## config.mk

```make
export PLATFORM = sky130hd
export DESIGN_NAME = cnn_layer_sequencer
export DESIGN_NICKNAME = d
export VERILOG_FILES = /design/src/rtl/cnn_layer_sequencer.sv
export SDC_FILE = /design/constraint.sdc
export NUM_CORES = 1
export LEC_CHECK = 0
export ABC_CLOCK_PERIOD_IN_PS = 2050
export CAP_MARGIN = 20
export CORE_MARGIN = 5
export CORE_UTILIZATION = 36
export CTS_BUF_LIST = sky130_fd_sc_hd__clkbuf_4 sky130_fd_sc_hd__clkbuf_8
export CTS_CLUSTER_SIZE = 30
export DETAILED_ROUTE_END_ITERATION = 16
export MAX_ROUTING_LAYER = met4
export PLACE_DENSITY = 0.84
export SETUP_SLACK_MARGIN = 0.1
export SYNTH_ARGS = -nofsm -noshare
export SYNTH_HDL_FRONTEND = slang
export SYNTH_SLANG_ARGS = --single-unit
```

## constraint.sdc

```tcl
create_clock -name clk -period 2.05 [get_ports clk]
set_input_delay 0.615 -clock clk [delete_from_list [all_inputs] [get_ports clk]]
set_output_delay 0.615 -clock clk [all_outputs]
set_load 0.01 [all_outputs]
```

## src/rtl/cnn_layer_sequencer.sv

```systemverilog
// Frame sequencer for a conv/pool datapath: streams n*n activations from the
// activation buffer into the datapath and collects pooled results into the result buffer.
`timescale 1ns/1ps
module cnn_layer_sequencer #(
    parameter int N         = 16,
    parameter int n         = 6,
    parameter int k         = 3,
    parameter int p         = 2,
    parameter int s         = 1,
    parameter int ADDR_W    = 6,
    parameter int DRAIN_MAX = 64
) (
    input  logic              clk,
    input  logic              global_rst_n,
    input  logic              start,
    output logic              busy,
    output logic              done,
    output logic              err,
    output logic              rd_en,
    output logic [ADDR_W-1:0] rd_addr,
    input  logic              rd_avail,
    input  logic [N-1:0]      rd_data,
    output logic              blk_rst,
    output logic              blk_ce,
    output logic [N-1:0]      blk_activation,
    input  logic              blk_valid_op,
    input  logic [N-1:0]      blk_data_out,
    input  logic              blk_end_op,
    output logic              wr_en,
    output logic [ADDR_W-1:0] wr_addr,
    output logic [N-1:0]      wr_data
);

    localparam logic [2:0] S_IDLE   = 3'd0;
    localparam logic [2:0] S_CLR    = 3'd1;
    localparam logic [2:0] S_STREAM = 3'd2;
    localparam logic [2:0] S_DRAIN  = 3'd3;
    localparam logic [2:0] S_DONE   = 3'd4;

    localparam int P_SIDE = ((n - k) / s + 1) / p;
    localparam int P_CNT  = P_SIDE * P_SIDE;
    localparam int DCNT_W = $clog2(DRAIN_MAX + 1);

    localparam logic [ADDR_W-1:0] LAST_ADDR  = ADDR_W'(n * n - 1);
    localparam logic [ADDR_W:0]   P_CNT_W    = (ADDR_W + 1)'(P_CNT);
    localparam logic [DCNT_W-1:0] DRAIN_LAST = DCNT_W'(DRAIN_MAX - 1);

    logic [2:0]        state_q, state_d;
    logic [ADDR_W-1:0] rd_addr_q, rd_addr_d;
    logic [ADDR_W-1:0] wr_addr_q, wr_addr_d;
    logic [DCNT_W-1:0] drain_cnt_q, drain_cnt_d;
    logic              rd_vld_q, rd_vld_d;
    logic              err_q, err_d;

    logic              in_stream, in_drain, in_run;
    logic [ADDR_W:0]   wr_total;

    always_comb begin
        in_stream = (state_q == S_STREAM);
        in_drain  = (state_q == S_DRAIN);
        in_run    = in_stream | in_drain;
        rd_en     = in_stream & rd_avail;
        wr_en     = in_run & blk_valid_op;
        // Writes completed including one landing in this same cycle.
        wr_total  = {1'b0, wr_addr_q} + {{ADDR_W{1'b0}}, wr_en};
    end

    always_comb begin
        state_d     = state_q;
        rd_addr_d   = rd_addr_q;
        wr_addr_d   = wr_addr_q;
        drain_cnt_d = drain_cnt_q;
        err_d       = err_q;
        rd_vld_d    = rd_en;

        case (state_q)
            S_IDLE: begin
                if (start) state_d = S_CLR;
            end
            S_CLR: begin
                rd_addr_d   = '0;
                wr_addr_d   = '0;
                drain_cnt_d = '0;
                err_d       = 1'b0;
                state_d     = S_STREAM;
            end
            S_STREAM: begin
                if (rd_en) begin
                    rd_addr_d = rd_addr_q + ADDR_W'(1);
                    if (rd_addr_q == LAST_ADDR) state_d = S_DRAIN;
                end
            end
            S_DRAIN: begin
                drain_cnt_d = drain_cnt_q + DCNT_W'(1);
                if (drain_cnt_q == DRAIN_LAST) begin
                    err_d   = 1'b1;
                    state_d = S_DONE;
                end
            end
            S_DONE: begin
                state_d = S_IDLE;
            end
            default: begin
                state_d = S_IDLE;
            end
        endcase

        // Result collection and frame-end handling are shared by STREAM and DRAIN.
        if (in_run) begin
            if (wr_en) begin
                wr_addr_d = wr_addr_q + ADDR_W'(1);
                if ({1'b0, wr_addr_q} >= P_CNT_W) err_d = 1'b1;
            end
            if (blk_end_op) begin
                state_d = S_DONE;
                if (wr_total != P_CNT_W) err_d = 1'b1;
            end
        end
    end

    always_ff @(posedge clk or negedge global_rst_n) begin
        if (!global_rst_n) begin
            state_q     <= S_IDLE;
            rd_addr_q   <= '0;
            wr_addr_q   <= '0;
            drain_cnt_q <= '0;
            rd_vld_q    <= 1'b0;
            err_q       <= 1'b0;
        end else begin
            state_q     <= state_d;
            rd_addr_q   <= rd_addr_d;
            wr_addr_q   <= wr_addr_d;
            drain_cnt_q <= drain_cnt_d;
            rd_vld_q    <= rd_vld_d;
            err_q       <= err_d;
        end
    end

    // Read data lands one cycle after the strobe; DRAIN keeps clocking zeros through.
    always_comb begin
        busy           = (state_q != S_IDLE);
        done           = (state_q == S_DONE);
        blk_rst        = (state_q == S_CLR);
        err            = err_q;
        rd_addr        = rd_addr_q;
        wr_addr        = wr_addr_q;
        blk_ce         = (in_stream & rd_vld_q) | in_drain;
        blk_activation = rd_vld_q ? rd_data : '0;
        wr_data        = wr_en ? blk_data_out : '0;
    end

endmodule

```

==> impl_metrics.csv, run 1 <==
group,metric,value,unit
outcome,status,"finished, violations left",
outcome,violations,"negative setup slack",
global_route,track_usage,0.179,
timing,period_needed,2.07,ns
job,cap_viol_max_count,0,
power_and_ir_drop,finalPower,2980,µW
power_and_ir_drop,p_sw,1180,µW
drt,dr_wl_met2,2.86,mm
timing,whs,0.525,ns
timing,finalClockSkew,0.00311,ns
hold_path,worstHoldPathType,"register to register",
global_route,grt_pass1_wl,8.69,mm
worst_setup_path,cp-end-kind,"output port",
power_and_ir_drop,seqPwrFrac,0.257,
clock_tree,cts-root-buf,"clkbuf_8",
timing,rsz0062_at_grt,"true",
synthesis,yosys_warnings,0,
timing,finalHoldViolCount,0,
floorplanning,coreArea,0.00438,mm²
drt,wl_per_cell,16.0,µm
worst_setup_path,crit_chain,"buf_6 > and3b_2 > buf_4 > and2_1 > buf_2",
power_and_ir_drop,vdd.ir_drop.worst,511,µV
synthesis,syn_avg_cell_area,9.12,µm²
worst_setup_path,crit_path_start_kind,"register",
power_and_ir_drop,powerDensity,1010,mW/mm²
drt,wirelength,5.67,mm
timing,post-route-period-util,1.01,
hold_path,whs_path_depth,2,
worst_setup_path,rr_worst_depth,10,
timing,final-setup-viol-count,4,
drt,met1_length,2.23,mm
final_layout,layout_common_cells,"clkdlybuf4s50_1 (41), buf_4 (30), buf_6 (23)",
drt,drc_errors,0,
synthesis,synth_cells,179,
final_layout,area_growth,80.1,%
synthesis,synth-edff-count,0,
placed_design,hpwl,3.87,mm
floorplanning,die_w,77.3,µm
placed_design,portBuffers,88,
clock_tree,clkTransAtPathRegs,0.09,ns
final_layout,layout.nets,348,
drt,first_iter_violations,140,
clock_tree,cts_sinks,24,
timing,fmax,484,MHz
power_and_ir_drop,p_comb_frac,0.632,
global_route,antenna_found_initial,0,
global_route,grt_max_degree,25,
drt,top_layer,"met4",
final_layout,fillCellCount,330,
clock_tree,clk_latency,0.27,ns
timing,maxSlewViolCount,0,
synthesis,ys_seq_area_frac,0.368,
timing,setup_ws,-0.0156,ns
clock_tree,cts_buffers,3,
floorplanning,die-area,0.00598,mm²
floorplanning,num_rows,24,
synthesis,syn-num-nets,223,
synthesis,synth.largest_area_cell,"dfrtp_1",
timing,tightest_slew,0.410,ns
synthesis,synth_area_leaders,"dfrtp_1 (37%), and2_1 (12%), ha_1 (4.6%), nand2_1 (3.2%), nor2_1 (3.0%)",
synthesis,synth-main-ff-cell,"dfrtp_1",
drt,via_per_inst,5.16,
clock_tree,h-tree-depth,1,
placed_design,globalplace.congestion,0.793,
synthesis,ys_async_sr_fraction,1.00,
power_and_ir_drop,p_leak,0.00142,µW
synthesis,syn_area,0.00163,mm²
clock_tree,cts_tree,"done",
drt,ant_nets,0,
power_and_ir_drop,swShare,0.396,
timing,slew_headroom,0.723,
final_layout,drive_gt1_frac,0.396,
synthesis,ys_seq_elements,24,
drt,drtPass1Iterations,5,
global_route,gr-total-overflow,0,
synthesis,synth_cell_type_count,43,
worst_setup_path,cp_max_fo,5,
worst_setup_path,crit_required,1.43,ns
clock_tree,cts_buffer_depth,2,
power_and_ir_drop,p_clk_frac,0.111,
power_and_ir_drop,power.internal,1800,µW
worst_setup_path,crit_type,"register to output port",
synthesis,yosys.area.top_type_share,0.368,
worst_setup_path,slowest_delay,0.41,ns
floorplanning,die_h,77.3,µm
floorplanning,floorplan.initialDensity,0.372,
worst_setup_path,critical_path_arrival,1.45,ns
drt,via_count,1831,
floorplanning,ioPinCount,89,
final_layout,mostFrequentLayoutCell,"clkdlybuf4s50_1",
global_route,grt_pass1_vias,1820,
worst_setup_path,cp_slowest_cell,"dfrtp_1",
final_layout,n_antenna_cell,0,
drt,wl_met3,453,µm
cells in the mapped netlist (all sizes together), types with 3 or more instances:
library cell,instances
a21oi,6
nand2b,5
nand2,14
ha,6
nor3,4
dfrtp,24
xnor2,5
inv,8
and3,3
and2,32
nor2,13
a31oi,4
o211ai,3
clkbuf,4
nand3,7
buf,4
o21ai,9
registers in the layout, indices dropped and copies added, names as in the netlist:
name         count
rd_addr          6
state_q          3
wr_addr          6
err              1
rd_vld_q         1
drain_cnt_q      7
critical path, delay by kind of cell (launching register included):
kind,cells,cell delay [ns]
flops,1,0.41
simple gates,2,0.40
buf+inv,3,0.38
final timing paths:
| kind | from | end | slack, ns |
|---|---|---|---|
| worst max-delay path | state_q[2]$_DFF_PN0_ | wr_data[14] | -0.02 |
| worst min-delay path | drain_cnt_q[1]$_DFFE_PN0N_ | drain_cnt_q[1]$_DFFE_PN0N_ | 0.52 |
| worst max register to register | state_q[2]$_DFF_PN0_ | err$_DFF_PN0_ | 0.09 |
| worst min register to register | drain_cnt_q[1]$_DFFE_PN0N_ | drain_cnt_q[1]$_DFFE_PN0N_ | 0.52 |
| max in group asynchronous | global_rst_n | state_q[1]$_DFF_PN0_ | 1.09 |
| min in group asynchronous | global_rst_n | drain_cnt_q[3]$_DFFE_PN0N_ | 0.69 |
metrics by stage:
step | instances | utilization | setup slack (ns) | setup TNS (ns) | area, µm²
3_3_place_gp | 333 | 0.622 | -0.706 | -17.36 | 2730
2_1_floorplan | 179 | - | 0.141 | 0 | 1670
5_1_grt | 355 | 0.671 | -0.0663 | -0.453 | 2940
4_1_cts | 350 | 0.636 | 0.000804 | 0 | 2790
6_report | 355 | 0.671 | -0.0156 | -0.0283 | 2940
3_5_place_dp | 333 | 0.622 | -0.737 | -18.09 | 2730
metal layers:
metal,up-vias,track usage
met4,0,0.0687
met5,-,-
met3,12,0.0417
li1,878,-
met1,856,0.208
met2,85,0.300
timing repair:
action / CTS / global route
cloned: 2 / 0
hold buffers: 0 / 0
hold endpoints to repair: 0 / 0
resized for setup: 178 / 35
endpoints found under the setup margin: 41 / 30
buffers inserted: 11 / 5
pin swaps: 12 / 11
cell families (layout without fill, tap and decap cells):
group                      Yosys count  after routing  synth area share
and+or+nand+nor                     88             90             0.331
AOI/OAI and AO/OA                   35             35             0.155
DFF                                 24             24             0.368
buffers and inverters               16            138            0.0437
xor gates and xnor gates             7              7            0.0375
adders and majority gates            6              6            0.0460
muxes                                3              3            0.0192
final cells by class:
type                    instances  area (µm²)  area share
flip-flops and latches         24         606       0.206
well taps                      52        65.1      0.0221
repair buffers                126        1110       0.379
multi-input cells             141        1070       0.363
clock buffers                   4        55.1      0.0187
inverters                       8        32.5      0.0111
power by group through the flow:
| stage | clock network (µW) | logic [µW] | registers, µW |
|---|---|---|---|
| 6_report | 331 | 1890 | 765 |
| 5_1_grt | 346 | 2040 | 791 |
| 4_1_cts | 329 | 1740 | 766 |
| 3_5_place_dp | 0 | 1620 | 770 |
| 3_3_place_gp | 0 | 1570 | 766 |
| 2_1_floorplan | 0 | 792 | 789 |
(Power assumes the default switching activity.)
==> run 2: changes to the inputs <==
GPL_TIMING_DRIVEN = 0   (was unset)
REMOVE_ABC_BUFFERS = 1   (was unset)
==> run 2 against run 1 <==
Effect of this change:
- the flow still finishes with violations (negative setup slack)
- final cell count shrank 0.56%
- register-to-register slack gained 0.07 ns
- clock power grew 30%
- largest cell class unchanged
==> impl_metrics.csv, run 2 (same netlist as run 1, synthesis figures left out) <==
group,metric,value,unit
timing,tightest_slew,0.499,ns
hold_path,min_from,"drain_cnt_q[5]$_DFFE_PN0N_",
outcome,violations,"negative setup slack",
final_layout,layout.cells.non_filler,353,
drt,first_iter_violations,122,
clock_tree,hold_buffers,0,
placed_design,portBuffers,88,
worst_setup_path,r2r_start,"state_q[1]$_DFF_PN0_",
placed_design,globalplace.congestion,0.825,
clock_tree,clkTransAtPathRegs,0.09,ns
placed_design,dpl.cell_count,311,
worst_setup_path,cp_slowest_cell,"dfrtp_2",
global_route,gr-total-overflow,0,
clock_tree,cts_sinks,24,
global_route,grt_pass1_wl,8.76,mm
worst_setup_path,cp_max_fo,5,
worst_setup_path,cp_top_family,"buffers and inverters",
timing,post-route-period-util,1.03,
timing,fmax,475,MHz
global_route,track_usage,0.184,
placed_design,dp_slack,-1.01,ns
final_layout,area_growth,81.7,%
clock_tree,cts_buffer_depth,2,
floorplanning,die_h,77.3,µm
final_layout,layout_common_cells,"clkdlybuf4s50_1 (40), buf_2 (26), buf_4 (24)",
drt,drtPass1Iterations,4,
floorplanning,num_rows,24,
drt,drc_errors,0,
floorplanning,floorplan.initialDensity,0.372,
worst_setup_path,crit_type,"register to output port",
global_route,antenna_found_initial,0,
worst_setup_path,cp-end-kind,"output port",
power_and_ir_drop,powerDensity,1060,mW/mm²
power_and_ir_drop,p_leak,0.00143,µW
final_layout,largest-register,"drain_cnt_q",
clock_tree,cts_buffers,3,
drt,via_count,1889,
timing,final-setup-viol-count,2,
power_and_ir_drop,vdd.ir_drop.worst,478,µV
worst_setup_path,crit_path_start_kind,"register",
floorplanning,die_w,77.3,µm
power_and_ir_drop,p_comb_frac,0.614,
drt,ant_nets,0,
worst_setup_path,crit_chain,"buf_6 > and3b_2 > buf_6 > buf_6 > and2_4 > buf_6",
worst_setup_path,critical_path_arrival,1.49,ns
clock_tree,cts-root-buf,"clkbuf_8",
final_layout,drive_gt1_frac,0.399,
global_route,grt_pass1_vias,1819,
global_route,grt_max_degree,25,
clock_tree,h-tree-depth,1,
power_and_ir_drop,seqPwrFrac,0.249,
outcome,status,"finished, violations left",
final_layout,final_util,0.677,
timing,setup_ws,-0.0563,ns
final_layout,largest_reg_flops,7,
worst_setup_path,cpMostUsedCell,"buf_6",
timing,rsz0062_at_grt,"true",
power_and_ir_drop,power.internal,1920,µW
worst_setup_path,slowest_delay,0.42,ns
power_and_ir_drop,swShare,0.391,
floorplanning,ioPinCount,89,
drt,via_per_inst,5.35,
placed_design,hpwl,3.44,mm
drt,wirelength,5.95,mm
timing,slew_headroom,0.663,
worst_setup_path,cp_num_buf_inv,4,
timing,maxSlewViolCount,0,
floorplanning,coreArea,0.00438,mm²
final_layout,layout.nets,346,
floorplanning,die-area,0.00598,mm²
timing,period_needed,2.11,ns
power_and_ir_drop,p_clk_frac,0.137,
clock_tree,cts_tree,"done",
timing,finalHoldViolCount,0,
job,cap_viol_max_count,0,
power_and_ir_drop,p_sw,1230,µW
clock_tree,clk_latency,0.27,ns
worst_setup_path,crit_required,1.43,ns
power_and_ir_drop,finalPower,3150,µW
timing,setup_tns,-0.0632,ns
final_layout,mostFrequentLayoutCell,"clkdlybuf4s50_1",
worst_setup_path,startpoint,"state_q[1]$_DFF_PN0_",
final_layout,n_antenna_cell,0,
hold_path,worstHoldPathType,"register to register",
drt,wl_per_cell,16.9,µm
timing,finalClockSkew,0.00301,ns
run 2: cell count changes in the layout (fill, tap and decap cells not counted), moves of 2 or more:
cell and delta:
buf_4 -6, and2_1 +4, dfrtp_2 +5, and2_4 -4
buf_2 +5, dfrtp_1 -5, clkbuf_2 -2
run 2: final cells by class:
cell class              instances  area (µm²)
clock buffers                   3        41.3
clock inverters                 1        30.0
fillers                       348        1420
inverters                       8        36.3
multi-input cells             141        1070
flip-flops and latches         24         612
well taps                      52        65.1
repair buffers                124        1120
run 2: power groups by stage:
stage	registers [µW]	clock network [µW]	logic [µW]
2_1_floorplan	841	0	656
3_3_place_gp	867	0	1230
3_5_place_dp	873	0	1250
4_1_cts	785	426	1670
5_1_grt	807	453	2080
6_report	784	430	1930
run 2: per-layer routing:
layer  track usage  share of wire  wire length [µm]  vias up
met5             -              0                 0        -
met4        0.0533          0.017                99        0
met1         0.200           0.38              2240      891
li1              -              -                 -      871
met3        0.0671           0.11               677       10
met2         0.315           0.49              2930      117
run 2: final timing paths:
kind	end	slack, ns	cells past startpoint
max	wr_data[12]	-0.06	6
min	drain_cnt_q[5]$_DFFE_PN0N_	0.54	2
max reg2reg	err$_DFF_PN0_	0.16	9
min reg2reg	drain_cnt_q[5]$_DFFE_PN0N_	0.54	2
max in group asynchronous	wr_addr[0]$_DFF_PN0_	0.93	2
min in group asynchronous	drain_cnt_q[4]$_DFFE_PN0N_	0.66	1
run 2: stage by stage:
step,cell area (µm²),hold WS [ns]
floorplan,1590,0.319
finish,2970,0.537
global placement,2540,0.502
CTS,2750,0.533
detailed placement,2540,0.505
global route,2970,0.607
run 2: what timing repair did:
action	4_1_cts	5_1_grt
resized for setup	195	30
pin swaps	17	7
gates cloned	3	0
setup buffers	25	11
endpoints found under the setup margin	45	32
run 2: worst register-to-register path, stage by stage (launching register included):
cell and delay (ns):
dfrtp_2 0.42, buf_6 0.13, and3b_2 0.24, buf_6 0.14
ha_4 0.17, ha_4 0.21, nor3_2 0.10, nand3_1 0.10
o211ai_1 0.20, nand2_1 0.07
